===== src/rtl/alu_share_arbiter_if.sv =====
// Bundles both requester channels, the shared-ALU drive and the contention count.
// The slave modport is the arbiter's view; master is the environment's view.
interface alu_share_arbiter_if #(
    parameter int WIDTH  = 32,
    parameter int CTRL_W = 3,
    parameter int CNT_W  = 16
);
    logic              req0_valid_i;
    logic              req0_ready_o;
    logic [CTRL_W-1:0] req0_ctrl_i;
    logic [WIDTH-1:0]  req0_data1_i;
    logic [WIDTH-1:0]  req0_data2_i;
    logic              rsp0_valid_o;
    logic              rsp0_ready_i;
    logic [WIDTH-1:0]  rsp0_data_o;

    logic              req1_valid_i;
    logic              req1_ready_o;
    logic [CTRL_W-1:0] req1_ctrl_i;
    logic [WIDTH-1:0]  req1_data1_i;
    logic [WIDTH-1:0]  req1_data2_i;
    logic              rsp1_valid_o;
    logic              rsp1_ready_i;
    logic [WIDTH-1:0]  rsp1_data_o;

    logic [CTRL_W-1:0] alu_ctrl_o;
    logic [WIDTH-1:0]  alu_data1_o;
    logic [WIDTH-1:0]  alu_data2_o;
    logic [WIDTH-1:0]  alu_result_i;

    logic [CNT_W-1:0]  contention_cnt_o;

    modport slave (
        input  req0_valid_i, req0_ctrl_i, req0_data1_i, req0_data2_i, rsp0_ready_i,
        input  req1_valid_i, req1_ctrl_i, req1_data1_i, req1_data2_i, rsp1_ready_i,
        input  alu_result_i,
        output req0_ready_o, rsp0_valid_o, rsp0_data_o,
        output req1_ready_o, rsp1_valid_o, rsp1_data_o,
        output alu_ctrl_o, alu_data1_o, alu_data2_o, contention_cnt_o
    );

    modport master (
        output req0_valid_i, req0_ctrl_i, req0_data1_i, req0_data2_i, rsp0_ready_i,
        output req1_valid_i, req1_ctrl_i, req1_data1_i, req1_data2_i, rsp1_ready_i,
        output alu_result_i,
        input  req0_ready_o, rsp0_valid_o, rsp0_data_o,
        input  req1_ready_o, rsp1_valid_o, rsp1_data_o,
        input  alu_ctrl_o, alu_data1_o, alu_data2_o, contention_cnt_o
    );
endinterface


===== src/rtl/alu_share_arbiter.sv =====
// Round-robin share of one combinational ALU between two requesters; result 1 cycle after accept.
// A requester whose one-entry result buffer is full and undrained sees ready low; the other proceeds.
module alu_share_arbiter #(
    parameter int WIDTH  = 32,
    parameter int CTRL_W = 3,
    parameter int CNT_W  = 16
) (
    input  logic                clk_i,
    input  logic                rst_i,
    alu_share_arbiter_if.slave  bus
);

    logic              r_rsp0_vld;
    logic              r_rsp1_vld;
    logic [WIDTH-1:0]  r_rsp0_dat;
    logic [WIDTH-1:0]  r_rsp1_dat;
    logic              r_prio;        // 0: R0 wins a tie, 1: R1 wins a tie
    logic [CNT_W-1:0]  r_cnt;

    logic              w_elig0;
    logic              w_elig1;
    logic              w_grant0;
    logic              w_grant1;
    logic              w_contend;
    logic [CTRL_W-1:0] w_alu_ctrl;
    logic [WIDTH-1:0]  w_alu_data1;
    logic [WIDTH-1:0]  w_alu_data2;

    always_comb begin
        w_elig0     = bus.req0_valid_i & (~r_rsp0_vld | bus.rsp0_ready_i);
        w_elig1     = bus.req1_valid_i & (~r_rsp1_vld | bus.rsp1_ready_i);
        // Gate with reset so nothing is accepted while the block is held in reset.
        w_grant0    = rst_i & w_elig0 & (~w_elig1 | ~r_prio);
        w_grant1    = rst_i & w_elig1 & (~w_elig0 |  r_prio);
        w_contend   = bus.req0_valid_i & bus.req1_valid_i & (w_grant0 | w_grant1);
        w_alu_ctrl  = '0;
        w_alu_data1 = '0;
        w_alu_data2 = '0;
        if (w_grant0) begin
            w_alu_ctrl  = bus.req0_ctrl_i;
            w_alu_data1 = bus.req0_data1_i;
            w_alu_data2 = bus.req0_data2_i;
        end else if (w_grant1) begin
            w_alu_ctrl  = bus.req1_ctrl_i;
            w_alu_data1 = bus.req1_data1_i;
            w_alu_data2 = bus.req1_data2_i;
        end
    end

    always_ff @(posedge clk_i or negedge rst_i) begin
        if (!rst_i) begin
            r_rsp0_vld <= 1'b0;
            r_rsp1_vld <= 1'b0;
            r_rsp0_dat <= '0;
            r_rsp1_dat <= '0;
            r_prio     <= 1'b0;
            r_cnt      <= '0;
        end else begin
            // A new grant overrides a same-cycle drain so valid never bubbles.
            if (w_grant0) begin
                r_rsp0_dat <= bus.alu_result_i;
                r_rsp0_vld <= 1'b1;
            end else if (bus.rsp0_ready_i) begin
                r_rsp0_vld <= 1'b0;
            end
            if (w_grant1) begin
                r_rsp1_dat <= bus.alu_result_i;
                r_rsp1_vld <= 1'b1;
            end else if (bus.rsp1_ready_i) begin
                r_rsp1_vld <= 1'b0;
            end
            if (w_grant0) begin
                r_prio <= 1'b1;
            end else if (w_grant1) begin
                r_prio <= 1'b0;
            end
            if (w_contend && (r_cnt != {CNT_W{1'b1}})) begin
                r_cnt <= r_cnt + CNT_W'(1);
            end
        end
    end

    assign bus.req0_ready_o     = w_grant0;
    assign bus.req1_ready_o     = w_grant1;
    assign bus.rsp0_valid_o     = r_rsp0_vld;
    assign bus.rsp1_valid_o     = r_rsp1_vld;
    assign bus.rsp0_data_o      = r_rsp0_dat;
    assign bus.rsp1_data_o      = r_rsp1_dat;
    assign bus.alu_ctrl_o       = w_alu_ctrl;
    assign bus.alu_data1_o      = w_alu_data1;
    assign bus.alu_data2_o      = w_alu_data2;
    assign bus.contention_cnt_o = r_cnt;

endmodule


===== src/flat_wrapper.sv =====
// flat-port wrapper written by rule: the top's interface ports become plain ports
module alu_share_arbiter_flat 
#(
    parameter int WIDTH  = 32,
    parameter int CTRL_W = 3,
    parameter int CNT_W  = 16
)
  (clk_i, rst_i, bus_req0_valid_i, bus_req0_ctrl_i, bus_req0_data1_i, bus_req0_data2_i, bus_rsp0_ready_i, bus_req1_valid_i, bus_req1_ctrl_i, bus_req1_data1_i, bus_req1_data2_i, bus_rsp1_ready_i, bus_alu_result_i, bus_req0_ready_o, bus_rsp0_valid_o, bus_rsp0_data_o, bus_req1_ready_o, bus_rsp1_valid_o, bus_rsp1_data_o, bus_alu_ctrl_o, bus_alu_data1_o, bus_alu_data2_o, bus_contention_cnt_o);
  alu_share_arbiter_if #(.WIDTH(WIDTH), .CTRL_W(CTRL_W), .CNT_W(CNT_W)) bus_i ();
  input  logic clk_i;
  input  logic rst_i;
  input wire logic [$bits(bus_i.req0_valid_i)-1:0] bus_req0_valid_i;
  input wire logic [$bits(bus_i.req0_ctrl_i)-1:0] bus_req0_ctrl_i;
  input wire logic [$bits(bus_i.req0_data1_i)-1:0] bus_req0_data1_i;
  input wire logic [$bits(bus_i.req0_data2_i)-1:0] bus_req0_data2_i;
  input wire logic [$bits(bus_i.rsp0_ready_i)-1:0] bus_rsp0_ready_i;
  input wire logic [$bits(bus_i.req1_valid_i)-1:0] bus_req1_valid_i;
  input wire logic [$bits(bus_i.req1_ctrl_i)-1:0] bus_req1_ctrl_i;
  input wire logic [$bits(bus_i.req1_data1_i)-1:0] bus_req1_data1_i;
  input wire logic [$bits(bus_i.req1_data2_i)-1:0] bus_req1_data2_i;
  input wire logic [$bits(bus_i.rsp1_ready_i)-1:0] bus_rsp1_ready_i;
  input wire logic [$bits(bus_i.alu_result_i)-1:0] bus_alu_result_i;
  output wire logic [$bits(bus_i.req0_ready_o)-1:0] bus_req0_ready_o;
  output wire logic [$bits(bus_i.rsp0_valid_o)-1:0] bus_rsp0_valid_o;
  output wire logic [$bits(bus_i.rsp0_data_o)-1:0] bus_rsp0_data_o;
  output wire logic [$bits(bus_i.req1_ready_o)-1:0] bus_req1_ready_o;
  output wire logic [$bits(bus_i.rsp1_valid_o)-1:0] bus_rsp1_valid_o;
  output wire logic [$bits(bus_i.rsp1_data_o)-1:0] bus_rsp1_data_o;
  output wire logic [$bits(bus_i.alu_ctrl_o)-1:0] bus_alu_ctrl_o;
  output wire logic [$bits(bus_i.alu_data1_o)-1:0] bus_alu_data1_o;
  output wire logic [$bits(bus_i.alu_data2_o)-1:0] bus_alu_data2_o;
  output wire logic [$bits(bus_i.contention_cnt_o)-1:0] bus_contention_cnt_o;
  assign bus_i.req0_valid_i = bus_req0_valid_i;
  assign bus_i.req0_ctrl_i = bus_req0_ctrl_i;
  assign bus_i.req0_data1_i = bus_req0_data1_i;
  assign bus_i.req0_data2_i = bus_req0_data2_i;
  assign bus_i.rsp0_ready_i = bus_rsp0_ready_i;
  assign bus_i.req1_valid_i = bus_req1_valid_i;
  assign bus_i.req1_ctrl_i = bus_req1_ctrl_i;
  assign bus_i.req1_data1_i = bus_req1_data1_i;
  assign bus_i.req1_data2_i = bus_req1_data2_i;
  assign bus_i.rsp1_ready_i = bus_rsp1_ready_i;
  assign bus_i.alu_result_i = bus_alu_result_i;
  assign bus_req0_ready_o = bus_i.req0_ready_o;
  assign bus_rsp0_valid_o = bus_i.rsp0_valid_o;
  assign bus_rsp0_data_o = bus_i.rsp0_data_o;
  assign bus_req1_ready_o = bus_i.req1_ready_o;
  assign bus_rsp1_valid_o = bus_i.rsp1_valid_o;
  assign bus_rsp1_data_o = bus_i.rsp1_data_o;
  assign bus_alu_ctrl_o = bus_i.alu_ctrl_o;
  assign bus_alu_data1_o = bus_i.alu_data1_o;
  assign bus_alu_data2_o = bus_i.alu_data2_o;
  assign bus_contention_cnt_o = bus_i.contention_cnt_o;
  alu_share_arbiter #(.WIDTH(WIDTH), .CTRL_W(CTRL_W), .CNT_W(CNT_W)) u_core (.clk_i(clk_i), .rst_i(rst_i), .bus(bus_i));
endmodule

===== config.mk =====
export PLATFORM = sky130hd
export DESIGN_NAME = alu_share_arbiter_flat
export DESIGN_NICKNAME = d
export VERILOG_FILES = /design/src/rtl/alu_share_arbiter_if.sv /design/src/rtl/alu_share_arbiter.sv /design/src/flat_wrapper.sv
export SDC_FILE = /design/constraint.sdc
export NUM_CORES = 1
export LEC_CHECK = 0
export BUFFER_PORTS_ARGS = -buffer_cell sky130_fd_sc_hd__buf_4
export CORE_AREA = 4 4 124 126
export CTS_CLUSTER_DIAMETER = 60
export DETAILED_ROUTE_END_ITERATION = 10
export DIE_AREA = 0 0 128 130
export GPL_TIMING_DRIVEN = 1
export HOLD_SLACK_MARGIN = 0.15
export PLACE_DENSITY = 0.6
export SLEW_MARGIN = 20
export SYNTH_ARGS = -nofsm -noshare
export SYNTH_HDL_FRONTEND = slang
export SYNTH_SLANG_ARGS = --single-unit

===== constraint.sdc =====
create_clock -name clk_i -period 1.6 [get_ports clk_i]
set_clock_uncertainty 0.05 [all_clocks]
set_input_delay 0.24 -clock clk_i [delete_from_list [all_inputs] [get_ports clk_i]]
set_output_delay 0.24 -clock clk_i [all_outputs]
set_load 0.05 [all_outputs]

* Yosys cells after proc, flatten, opt, wreduce, memory -nomap -nowiden *
Index checks and enable logic that the tools add are counted.

word-level totals
  register bits after elaboration = 83
  latch bits = 0
  RAM bits = 0
  memory bits (read-only) = 0
  input bits = 172
  output and inout port bits = 151
  word-level logic and storage cells = 42
  memories = 0

cells by class
  $add $sub $neg = 1
  $mul = 0
  divide/modulo/power cells = 0
  $lt $le $gt $ge = 0
  eq/ne operators = 1
  shift operators = 0
  mux-type cells = 12
  bitwise gates (word level) = 18
  reduce and logical (&&, ||, !) cells = 4

operators by type and width
  kind                                            number
  two-way mux 32 bit                              4
  adder 16 x 1 -> 16 bit (second input constant)  1
  inequality test 16 bit (second input constant)  1
  bitwise AND 1 bit                               8
  two-way mux 1 bit                               6
  two-way mux 3 bit                               2
  nonzero test 2 bit                              3
  inverter 1 bit                                  5
  bitwise OR 1 bit                                5
  logical AND 1 bit                               1

* Longest topological paths before layout *
Gate-level depths: netlist of the first run.

  word-level depth = 9
  gate-level depth with buffers = 6
  mapped depth without buffers = 5

* Worst setup path before layout of the first run *
No wires, ideal clock.

  path type = register -> output
  start point = register u_core.r_rsp1_vld (netlist: u_core.bus.rsp1_valid_o)
  end point = output port bus_alu_data1_o[22]
  arrival = 2.080 ns
  required time = 1.310 ns
  path slack = -0.770 ns
  stages on the path, launching flop included = 6
  path buffers = 1
  cells stage by stage = dfrtp_1 nand2b_1 and3_1 nor2_2 buf_2 a22o_1

on the way
  longest elaborated chain between the ends = 7
  elaborated cells between the ends (all ways) = 10
  classes of those cells = mux: 2; bitwise: 8

ends and longest elaborated chain
  element                 RTL line                 text
  start, declared         alu_share_arbiter.sv:14  logic r_rsp1_vld;
  start signal, assigned  alu_share_arbiter.sv:53  r_rsp1_vld <= 1'b0;
  start signal, assigned  alu_share_arbiter.sv:68  r_rsp1_vld <= 1'b1;
  start signal, assigned  alu_share_arbiter.sv:70  r_rsp1_vld <= 1'b0;
  inverter 1 bit          alu_share_arbiter.sv:31  w_elig1 = bus.req1_valid_i & (~r_rsp1_vld | bus.rsp1_ready_i);
  bitwise OR 1 bit        alu_share_arbiter.sv:31
  bitwise AND 1 bit       alu_share_arbiter.sv:31
  inverter 1 bit          alu_share_arbiter.sv:33  w_grant0 = rst_i & w_elig0 & (~w_elig1 | ~r_prio);
  bitwise OR 1 bit        alu_share_arbiter.sv:33
  bitwise AND 1 bit       alu_share_arbiter.sv:33
  net bus_req0_ready_o    flat_wrapper.sv:23       output wire logic [$bits(bus_i.req0_ready_o)-1:0] bus_req0_ready_o;
  two-way mux 32 bit      alu_share_arbiter.sv:39  if (w_grant0) begin
  end, declared           flat_wrapper.sv:30       output wire logic [$bits(bus_i.alu_data1_o)-1:0] bus_alu_data1_o;

The timed path passes the listed nets, and every way through them passes these cells.

* Worst setup path after layout of the first run *
  start point = register u_core.r_rsp1_vld (netlist: u_core.bus.rsp1_valid_o)
  end point = output port bus_alu_data1_o[18]

on the way
  longest elaborated chain between the ends = 7
  elaborated cells between the ends (all ways) = 10
  classes of those cells = mux: 2; bitwise: 8

ends and longest elaborated chain
  element                                                  RTL line
  inverter 1 bit *                                         alu_share_arbiter.sv:31
  bitwise OR 1 bit *                                       alu_share_arbiter.sv:31
  bitwise AND 1 bit *                                      alu_share_arbiter.sv:31
  bitwise AND 1 bit or inverter 1 bit (tied branches)      alu_share_arbiter.sv:34, alu_share_arbiter.sv:33
  bitwise AND 1 bit or bitwise OR 1 bit (tied branches)    alu_share_arbiter.sv:34, alu_share_arbiter.sv:33
  two-way mux 32 bit or bitwise AND 1 bit (tied branches)  alu_share_arbiter.sv:43, alu_share_arbiter.sv:33
  two-way mux 32 bit *                                     alu_share_arbiter.sv:39

Mark *: on every way between the ends. The rest lies on a longest branch, timed or not.

==> results.cfg, run 1 <==
[run_status]
violations = setup timing
status = finished, violations left

[setup_path]
cpPeakStageDelay_ns = 0.42
critPathBufInv = 3
arrival_ns = 1.79
crit_required_ns = 1.31
regToRegStartpoint = u_core.bus.rsp1_valid_o
end_kind = output pin
critical-path-top-delay-family = buffers and inverters
cp-start-kind = flop
crit_fanout = 5
crit_start = u_core.bus.rsp1_valid_o
cp_slowest_cell = dfrtp_2
crit_chain = nand2b_4 > and3_4 > nor2_4 > buf_6 > clkbuf_16 > a22o_4 > buf_8
path_class = reg2out

[power_and_ir_drop]
ir_drop_uv = 965.0
leakage_nw = 4.882
p_per_area_nw_per_um2 = 1146

[die]
coreArea_um2 = 14310
die_y_um = 130
die_x_um = 128
num_rows = 44
boundaryPins = 323
start_util_pct = 27.93
dieArea_um2 = 16640

[global_route]
grt_antenna_before_repair = 3
grt_overflow_total = 0
grt_pass1_vias = 4757
grt_pass1_wl_um = 27680
grt_max_degree = 45
grt.total_usage_pct = 21.84

[sta]
period_needed_ns = 2.079
slew_headroom_pct = 72.37
max_freq_ghz = 0.4811
setup_viol = 137
setup_ws_ns = -0.4786
slew_violations = 0
rsz0062_at_grt = true
finalSetupTns_ns = -41.94
fin_crit_sh_pct = 129.9
hold_viol = 0
worst_slew_pin_slew_ns = 0.4144

[layout]
final_common_cell = buf_4
drive_gt1_share_pct = 81.97
final_nets = 911
layout_common_cells = buf_4, a22o_4, dfrtp_1, buf_8, mux2_4
area.growth.synth_to_final_pct = 146.7
fillCellCount = 1000

[clock_tree]
cts_num_sinks = 83
clockRootBuffer = clkbuf_16
clk_pin_slew_ns = 0.07
cts_buffer_depth = 2
cts_tree = built
cts-htree-levels = 3
insertion_delay_ns = 0.33
cts_buffers = 9

[synthesis]
synth_top_area_cell = dfrtp_1
synth_cell_types = 34
synth_fp_nets = 475
synth_top_area_share_pct = 51.96
syn_area_per_cell_um2 = 13.24
synth_edf_count = 0
ys.flop_type = dfrtp_1
ys_warn_count = 0
postSynthRegisterBits = 83
syn_inst = 302
seq_area_frac_synth_pct = 51.96
syn_area_um2 = 3998
async_flop_share_pct = 100.0
synthTopCellsByArea = dfrtp_1, mux2_2, a22o_1

[drt]
drt_first_pass_iters = 4
viasPerCell = 4.804
drt_iter0_drc = 85
ant_nets = 0
route.detailed.drc = 0
wl_per_cell_um = 21.73
finalWirelength_um = 20190
vias = 4463

[hold_path]
min_from = bus_rsp0_ready_i
hold_class = in2reg

[place]
placement.io_buffers = 322
hpwl_um = 15040
dp_slack_ns = -0.2367
gp_routability_congestion = 0.9961

[run]
drv_cap = 0
==> flip-flops by register name, summed over array words and instances, names as in the netlist <==
register	cells
u_core.bus.rsp0_valid_o	1
u_core.r_prio	1
u_core.bus.contention_cnt_o	16
u_core.bus.rsp1_valid_o	1
u_core.bus.rsp1_data_o	32
u_core.bus.rsp0_data_o	32
==> layout make-up <==
cell class	instances	area [um2]	share of cell area, %
repair buffers	446	4394	44.56
diodes	2	5.005	0.05075
flip-flops and latches	83	2100	21.29
inverters	4	15.01	0.1522
multi-input cells	194	2838	28.77
clock inverters	6	51.30	0.5202
well taps	184	230.2	2.334
clock buffers	10	229.0	2.322
==> final timing paths <==
| check | slack (ns) | to | cells after the start |
|---|---|---|---|
| max in group asynchronous | 0.17 | u_core.bus.contention_cnt_o[15] | 4 |
| worst max register to register | -0.34 | u_core.bus.rsp1_data_o[23] | 8 |
| worst min-delay path | 0.22 | u_core.bus.rsp0_valid_o | 3 |
| worst max-delay path | -0.48 | bus_alu_data1_o[18] | 7 |
| worst min register to register | 0.44 | u_core.bus.contention_cnt_o[4] | 1 |
| min in group asynchronous | 0.43 | u_core.bus.rsp0_valid_o | 3 |
==> power breakdown <==
group	leakage, nW	internal, W	total [W]	switching [W]
Combinational	3.78	0.00274	0.00635	0.00362
Sequential	0.970	0.00263	0.00299	0.000358
Clock	0.127	0.00107	0.00196	0.000888
==> kinds of logic after synthesis <==
logic type      share of synthesized area [%]
compound gates                          15.62
simple gates                            7.292
flops                                   51.96
buf+inv                                 3.130
fa+ha+maj                              0.3129
mux                                     18.40
xor+xnor                                3.286
==> metrics by stage <==
| step | util, % | hold slack, ns | instances | cell area (um2) | power (W) |
|---|---|---|---|---|---|
| 2_1_floorplan | - | -0.1056 | 302 | 4921 | 0.006617 |
| 3_3_place_gp | 55.01 | 0.1304 | 845 | 7874 | 0.008511 |
| 6_report | 68.90 | 0.2213 | 929 | 9862 | 0.01130 |
| 3_5_place_dp | 55.01 | 0.1410 | 845 | 7874 | 0.008561 |
| 5_1_grt | 68.90 | 0.2599 | 929 | 9862 | 0.01175 |
| 4_1_cts | 63.99 | 0.1815 | 907 | 9160 | 0.01096 |
==> cell usage after synthesis, types with 3 or more instances <==
library cell / number
buf_2: 19
dfrtp_1: 83
nand2_1: 3
xor2_1: 13
nor4b_1: 4
a22o_1: 67
nor3_1: 3
inv_1: 4
nand3_1: 6
mux2_2: 64
and3_1: 3
==> worst min-delay path, cell delays in order <==
cell	delay (ns)
buf_4	0.08
nand2b_4	0.15
o21ai_0	0.10
==> per-layer routing <==
layer  vias up  wire length, um  GRT usage, %  share of wire, %
li1       2029                -             -                 -
met1      2212             7128         24.07                35
met2       186            10680         38.51                53
met3        34             1736         8.023               8.6
met4         2              625         8.365               3.1
met5         -               13             0             0.064
==> what timing repair did <==
action                     4_1_cts  5_1_grt
resized for setup              127      118
hold endpoints to repair       104        0
pin swaps                        4       26
hold buffers                    34        0
setup buffers                    8       21
cloned                           4        6
setup endpoints to repair      138      193
No activity file was read; power rests on OpenSTA's default activity.
==> run 2: changes to the inputs <==
Settings changed: CORE_AREA 4 4 124 126 to 4 4 123 125, DIE_AREA 0 0 128 130 to 0 0 127 129, PLACE_DENSITY 0.6 to 0.59.
Clock period 1.6 ns to 2.3 ns, I/O delays scaled along.
==> run 2 against run 1 <==
The flow now finishes without violations; via count decreased by 11%; final cell count shrank 12%; sequential power down 31%; power decreased by 37%; routed wire length decreased by 16%; sequential share of layout area up 7.1 points; worst setup slack better by 0.52 ns; largest cell class unchanged.
==> results.cfg, run 2 (synthesized netlist as in run 1, its figures left out) <==
[clock_tree]
cts_num_sinks = 83
cts_tree = built
insertion_delay_ns = 0.33
cts_buffer_depth = 2
cts_buffers = 9
cts-htree-levels = 3
clk_pin_slew_ns = 0.06
clockRootBuffer = clkbuf_16

[die]
boundaryPins = 323
start_util_pct = 28.80
num_rows = 43
coreArea_um2 = 13880
dieArea_um2 = 16380
die_x_um = 127
die_y_um = 129

[global_route]
grt_pass1_vias = 4154
grt_overflow_total = 0
grt.total_usage_pct = 19.29
grt_max_degree = 80
grt_antenna_before_repair = 5
grt_pass1_wl_um = 24270

[place]
placement.io_buffers = 322
gp_routability_congestion = 1.006
dp_slack_ns = 0.1741
dpl_cell_area_um2 = 6673
hpwl_um = 13110

[layout]
fillCellCount = 1242
layout_common_cells = buf_4, dfrtp_1, mux2_2, a22o_1, buf_6
regArea_um2 = 2078
final_common_cell = buf_4
multi_input_area_um2 = 1857
final_nets = 807
stdcell_area_um2 = 7323
area.growth.synth_to_final_pct = 83.19
drive_gt1_share_pct = 69.59

[sta]
hold-worst-slack_ns = 0.1759
period_needed_ns = 2.259
max_freq_ghz = 0.4427
hold_viol = 0
setup_ws_ns = 0.04095
slew_headroom_pct = 52.18
fin_crit_sh_pct = 98.22
slew_violations = 0
worst_slew_pin_slew_ns = 0.7173
rsz0062_at_grt = true
setup_viol = 0

[drt]
ant_nets = 0
finalWirelength_um = 16950
route.detailed.drc = 0
viasPerCell = 4.828
vias = 3969
drt_iter0_drc = 158
drt_first_pass_iters = 4
wl_per_cell_um = 20.62

[setup_path]
crit_required_ns = 1.90
cpPeakStageDelay_ns = 0.43
crit_chain = nand2b_4 > nand3_2 > a31oi_4 > buf_4 > clkbuf_16 > a22o_1 > buf_6
cp_slowest_cell = dfrtp_2
cp-start-kind = flop
path_class = reg2out
arrival_ns = 1.86
end_kind = output pin
crit_fanout = 11

[run_status]
status = complete, no violations

[power_and_ir_drop]
ir_drop_uv = 636.2
p_per_area_nw_per_um2 = 973.0
power_w = 0.007126
leakage_nw = 3.651

[run]
drv_cap = 0

[hold_path]
hold_class = in2async
[run 2: layer usage]
layer	up-vias	track usage, %	part of all wire [%]
li1	1826	-	-
met1	1912	21.19	36
met2	190	32.94	52
met3	39	5.770	8.0
met4	2	11.74	4.4
met5	-	0	0.077
[run 2: path summary, 6_finish.rpt]
check / startpoint / endpoint / slack, ns / cells after the start
setup reg to reg: u_core.bus.contention_cnt_o[0] / u_core.bus.contention_cnt_o[1] / 0.33 / 5
max in group asynchronous: rst_i / u_core.bus.rsp1_valid_o / 1.53 / 2
hold / removal: rst_i / u_core.bus.contention_cnt_o[10] / 0.18 / 2
hold reg to reg: u_core.bus.rsp0_data_o[25] / u_core.bus.rsp0_data_o[25] / 0.46 / 1
setup / recovery: u_core.bus.rsp1_valid_o / bus_alu_data2_o[0] / 0.04 / 7
min in group clk_i: bus_alu_result_i[29] / u_core.bus.rsp1_data_o[29] / 0.21 / 2
[run 2: critical path, delay by kind of cell (launching register included)]
family,cells,cell delay [ns]
AOI/OAI and AO/OA,2,0.37
buffers and inverters,3,0.53
DFF,1,0.43
and+or+nand+nor,2,0.20
[run 2: power by group]
group | switching, W | internal [W] | leakage (nW)
registers | 0.000226 | 0.00182 | 0.993
clock network | 0.000554 | 0.000975 | 0.148
logic | 0.00228 | 0.00126 | 2.51
[run 2: what timing repair did]
action | 4_1_cts | 5_1_grt
pin swaps | 1 | 2
endpoints found under the setup margin | 67 | 67
resized for setup | 7 | 27
hold buffers | 1 | 0
gates cloned | 3 | 1
setup buffers | 4 | 3
hold endpoints to repair | 4 | 0
[run 2: through the flow]
stage	setup TNS, ns	util, %	cells
finish	0	52.76	822
global route	-0.2712	52.76	822
CTS	-0.09624	51.61	814
detailed placement	0	48.07	791
global placement	0	48.07	791
floorplan	0	-	302
[run 2: layout make-up]
| type | count | share of cell area (%) |
|---|---|---|
| Timing Repair Buffer | 342 | 38.51 |
| Clock buffer | 11 | 3.315 |
| Antenna cell | 4 | 0.1367 |
| Multi-Input combinational cell | 194 | 25.35 |
| Clock inverter | 4 | 1.025 |
| Inverter | 4 | 0.2050 |
| Tap cell | 180 | 3.075 |
| Sequential cell | 83 | 28.38 |
==> run 3: changes to the inputs <==
Settings changed: ABC_AREA set to 1, PLACE_DENSITY 0.59 to 0.62.
==> run 3 against run 2 <==
Core utilization up 0.32 points; area after synthesis up 12%; global-route usage up 1.3 points; final cell count up 38%; non-clock buffer count down 9; sequential power down 3%; count of clock-buffer cells in the layout unchanged; worst setup slack better by 0.13 ns; combinational power down 14%; critical path depth up 2; largest power group unchanged.
==> results.cfg, run 3 <==
[synthesis]
syn_inst = 633
seq_area_frac_synth_pct = 46.54
async_flop_share_pct = 100.0
syn_area_um2 = 4463
ys_warn_count = 0
postSynthRegisterBits = 83
yosysMostFrequentCell = nand2_1
synth_fp_nets = 806
ys.flop_type = dfrtp_1
synth_edf_count = 0
syn_area_per_cell_um2 = 7.051
synthTopCellsByArea = dfrtp_1, nand2_1, o21ai_0
synth_cell_types = 24
synth_top_area_cell = dfrtp_1
synth_top_area_share_pct = 46.54
netlist_top_cells_count = nand2_1, dfrtp_1, inv_1

[power_and_ir_drop]
ir_drop_uv = 915.1
switching_share_pct = 45.16
leakage_nw = 4.219
power_w = 0.006524
p_comb_share_pct = 47.0
p_seq_share_pct = 30.6
pwr-share-clk_pct = 22.5
p_switching_w = 0.002946
intPower_w = 0.003578
p_per_area_nw_per_um2 = 885.5

[place]
hpwl_um = 14330
placement.io_buffers = 322
gp_routability_congestion = 0.9481

[setup_path]
crit_chain = nand2_1 > nand3_1 > inv_2 > nand2_2 > inv_6 > buf_12 > nand2_1 > nand2_1 > buf_4
worst-r2r-cell-count = 9
cp_slowest_cell = dfrtp_1
cp-start-kind = flop
end_kind = output pin
crit_top_cell = nand2_1
crit_fanout = 23
crit_required_ns = 1.90
path_class = reg2out
arrival_ns = 1.74
cpPeakStageDelay_ns = 0.38

[drt]
drt_iter0_drc = 258
drt_first_pass_iters = 5
viasPerCell = 4.374
finalWirelength_um = 17870
route.detailed.drc = 0
ant_nets = 0
wl_per_cell_um = 15.77
vias = 4956

[sta]
hold_viol = 0
finalSetupTns_ns = 0
worst_slew_pin_slew_ns = 0.6973
rsz0062_at_grt = false
slew_violations = 0
setup_viol = 0
fin_crit_sh_pct = 92.71
max_freq_ghz = 0.4690
period_needed_ns = 2.132
slew_headroom_pct = 53.51

[die]
num_rows = 43
coreArea_um2 = 13880
dieArea_um2 = 16380
boundaryPins = 323
start_util_pct = 32.15
die_y_um = 129
die_x_um = 127

[layout]
final_common_cell = nand2_1
area.growth.synth_to_final_pct = 65.10
drive_gt1_share_pct = 39.43
layout_common_cells = nand2_1, buf_4, dfrtp_1, inv_1, o21ai_0
final_nets = 1119

[global_route]
grt_pass1_vias = 4672
grt_pass1_wl_um = 26160
grt_antenna_before_repair = 2
grt_max_degree = 79
grt_overflow_total = 0
grt.total_usage_pct = 20.63

[clock_tree]
insertion_delay_ns = 0.34
cts_buffer_depth = 2
cts_buffers = 9
cts_tree = built
cts-htree-levels = 3
clk_pin_slew_ns = 0.06
clockRootBuffer = clkbuf_16
cts_num_sinks = 83
cts_setup_buffers = 0

[hold_path]
hold_class = in2async

[run]
drv_cap = 0

[run_status]
status = complete, no violations
## run 3: changes by cell type after synthesis, sizes merged, moves of 14 or more
cell   previous run  this run
nand2             3       350
nor2              4        18
mux2             65         0
inv               4        53
o21ai             3        70
a22o             67         0
## run 3: final timing paths
| kind | from | endpoint | slack, ns |
|---|---|---|---|
| max | u_core.bus.rsp0_valid_o | bus_alu_data2_o[14] | 0.17 |
| min | rst_i | u_core.bus.rsp0_data_o[6] | 0.13 |
| max reg2reg | u_core.bus.contention_cnt_o[0] | u_core.bus.contention_cnt_o[14] | 0.58 |
| min reg2reg | u_core.bus.rsp1_data_o[1] | u_core.bus.rsp1_data_o[1] | 0.43 |
| max in group asynchronous | rst_i | u_core.bus.rsp1_valid_o | 1.52 |
| min in group clk_i | bus_alu_result_i[29] | u_core.bus.rsp0_data_o[29] | 0.22 |
## run 3: layout make-up
cell class	count	area, um2
fill	1427	6513
timing repair buffer	333	2555
sequential	83	2077
multi-input combinational	466	1997
clock buffer	11	242.7
tap	180	225.2
inverter	53	206.4
clock inverter	5	60.06
antenna	2	5.005
## run 3: layer usage
layer	track usage (%)	share of wire, %	vias up	routed length, um
li1	-	-	2562	-
met1	24.39	38	2192	6770
met2	36.99	53	177	9446
met3	5.023	6.8	25	1223
met4	6.498	2.4	0	431
met5	0	0	-	0
## run 3: cell families (layout without fill, tap and decap cells)
kind of cell / count (synthesis) / in the layout / share of synthesized area (%)
fa+ha+maj: 1 / 1 / 0.2803
simple gates: 390 / 390 / 35.30
compound gates: 70 / 70 / 8.186
flops: 83 / 83 / 46.54
xor+xnor: 5 / 5 / 0.9812
other cells: 0 / 2 / 0
buf+inv: 84 / 402 / 8.719
## run 3: metrics by stage
step	setup slack, ns	area, um2	hold slack [ns]	instances	util (%)
3_5_place_dp	0.3068	7030	0.2474	1114	50.65
4_1_cts	0.004310	7343	0.2071	1131	52.90
2_1_floorplan	0.1083	4463	-0.0005911	633	-
6_report	0.1677	7368	0.1333	1133	53.08
5_1_grt	0.002219	7368	0.1983	1133	53.08
3_3_place_gp	0.3446	7030	0.2498	1114	50.65
## run 3: timing repair
action | CTS | global route
hold endpoints to repair | 5 | 0
setup endpoints to repair | 0 | 58
hold buffers | 1 | 0
resized for setup | 0 | 6
## run 3: power by group through the flow
stage | logic, W | registers (W) | clock network, W
3_5_place_dp | 0.00309 | 0.00201 | 0
2_1_floorplan | 0.000893 | 0.00307 | 0
6_report | 0.00307 | 0.00199 | 0.00146
4_1_cts | 0.00309 | 0.00199 | 0.00151
3_3_place_gp | 0.00308 | 0.00200 | 0
5_1_grt | 0.00323 | 0.00203 | 0.00157
## run 3: critical path: cells and delay by family (launching register included)
kind	cells	cell delay (ns)
buffers and inverters	4	0.56
AND/OR/NAND/NOR	5	0.46
flip-flops	1	0.38
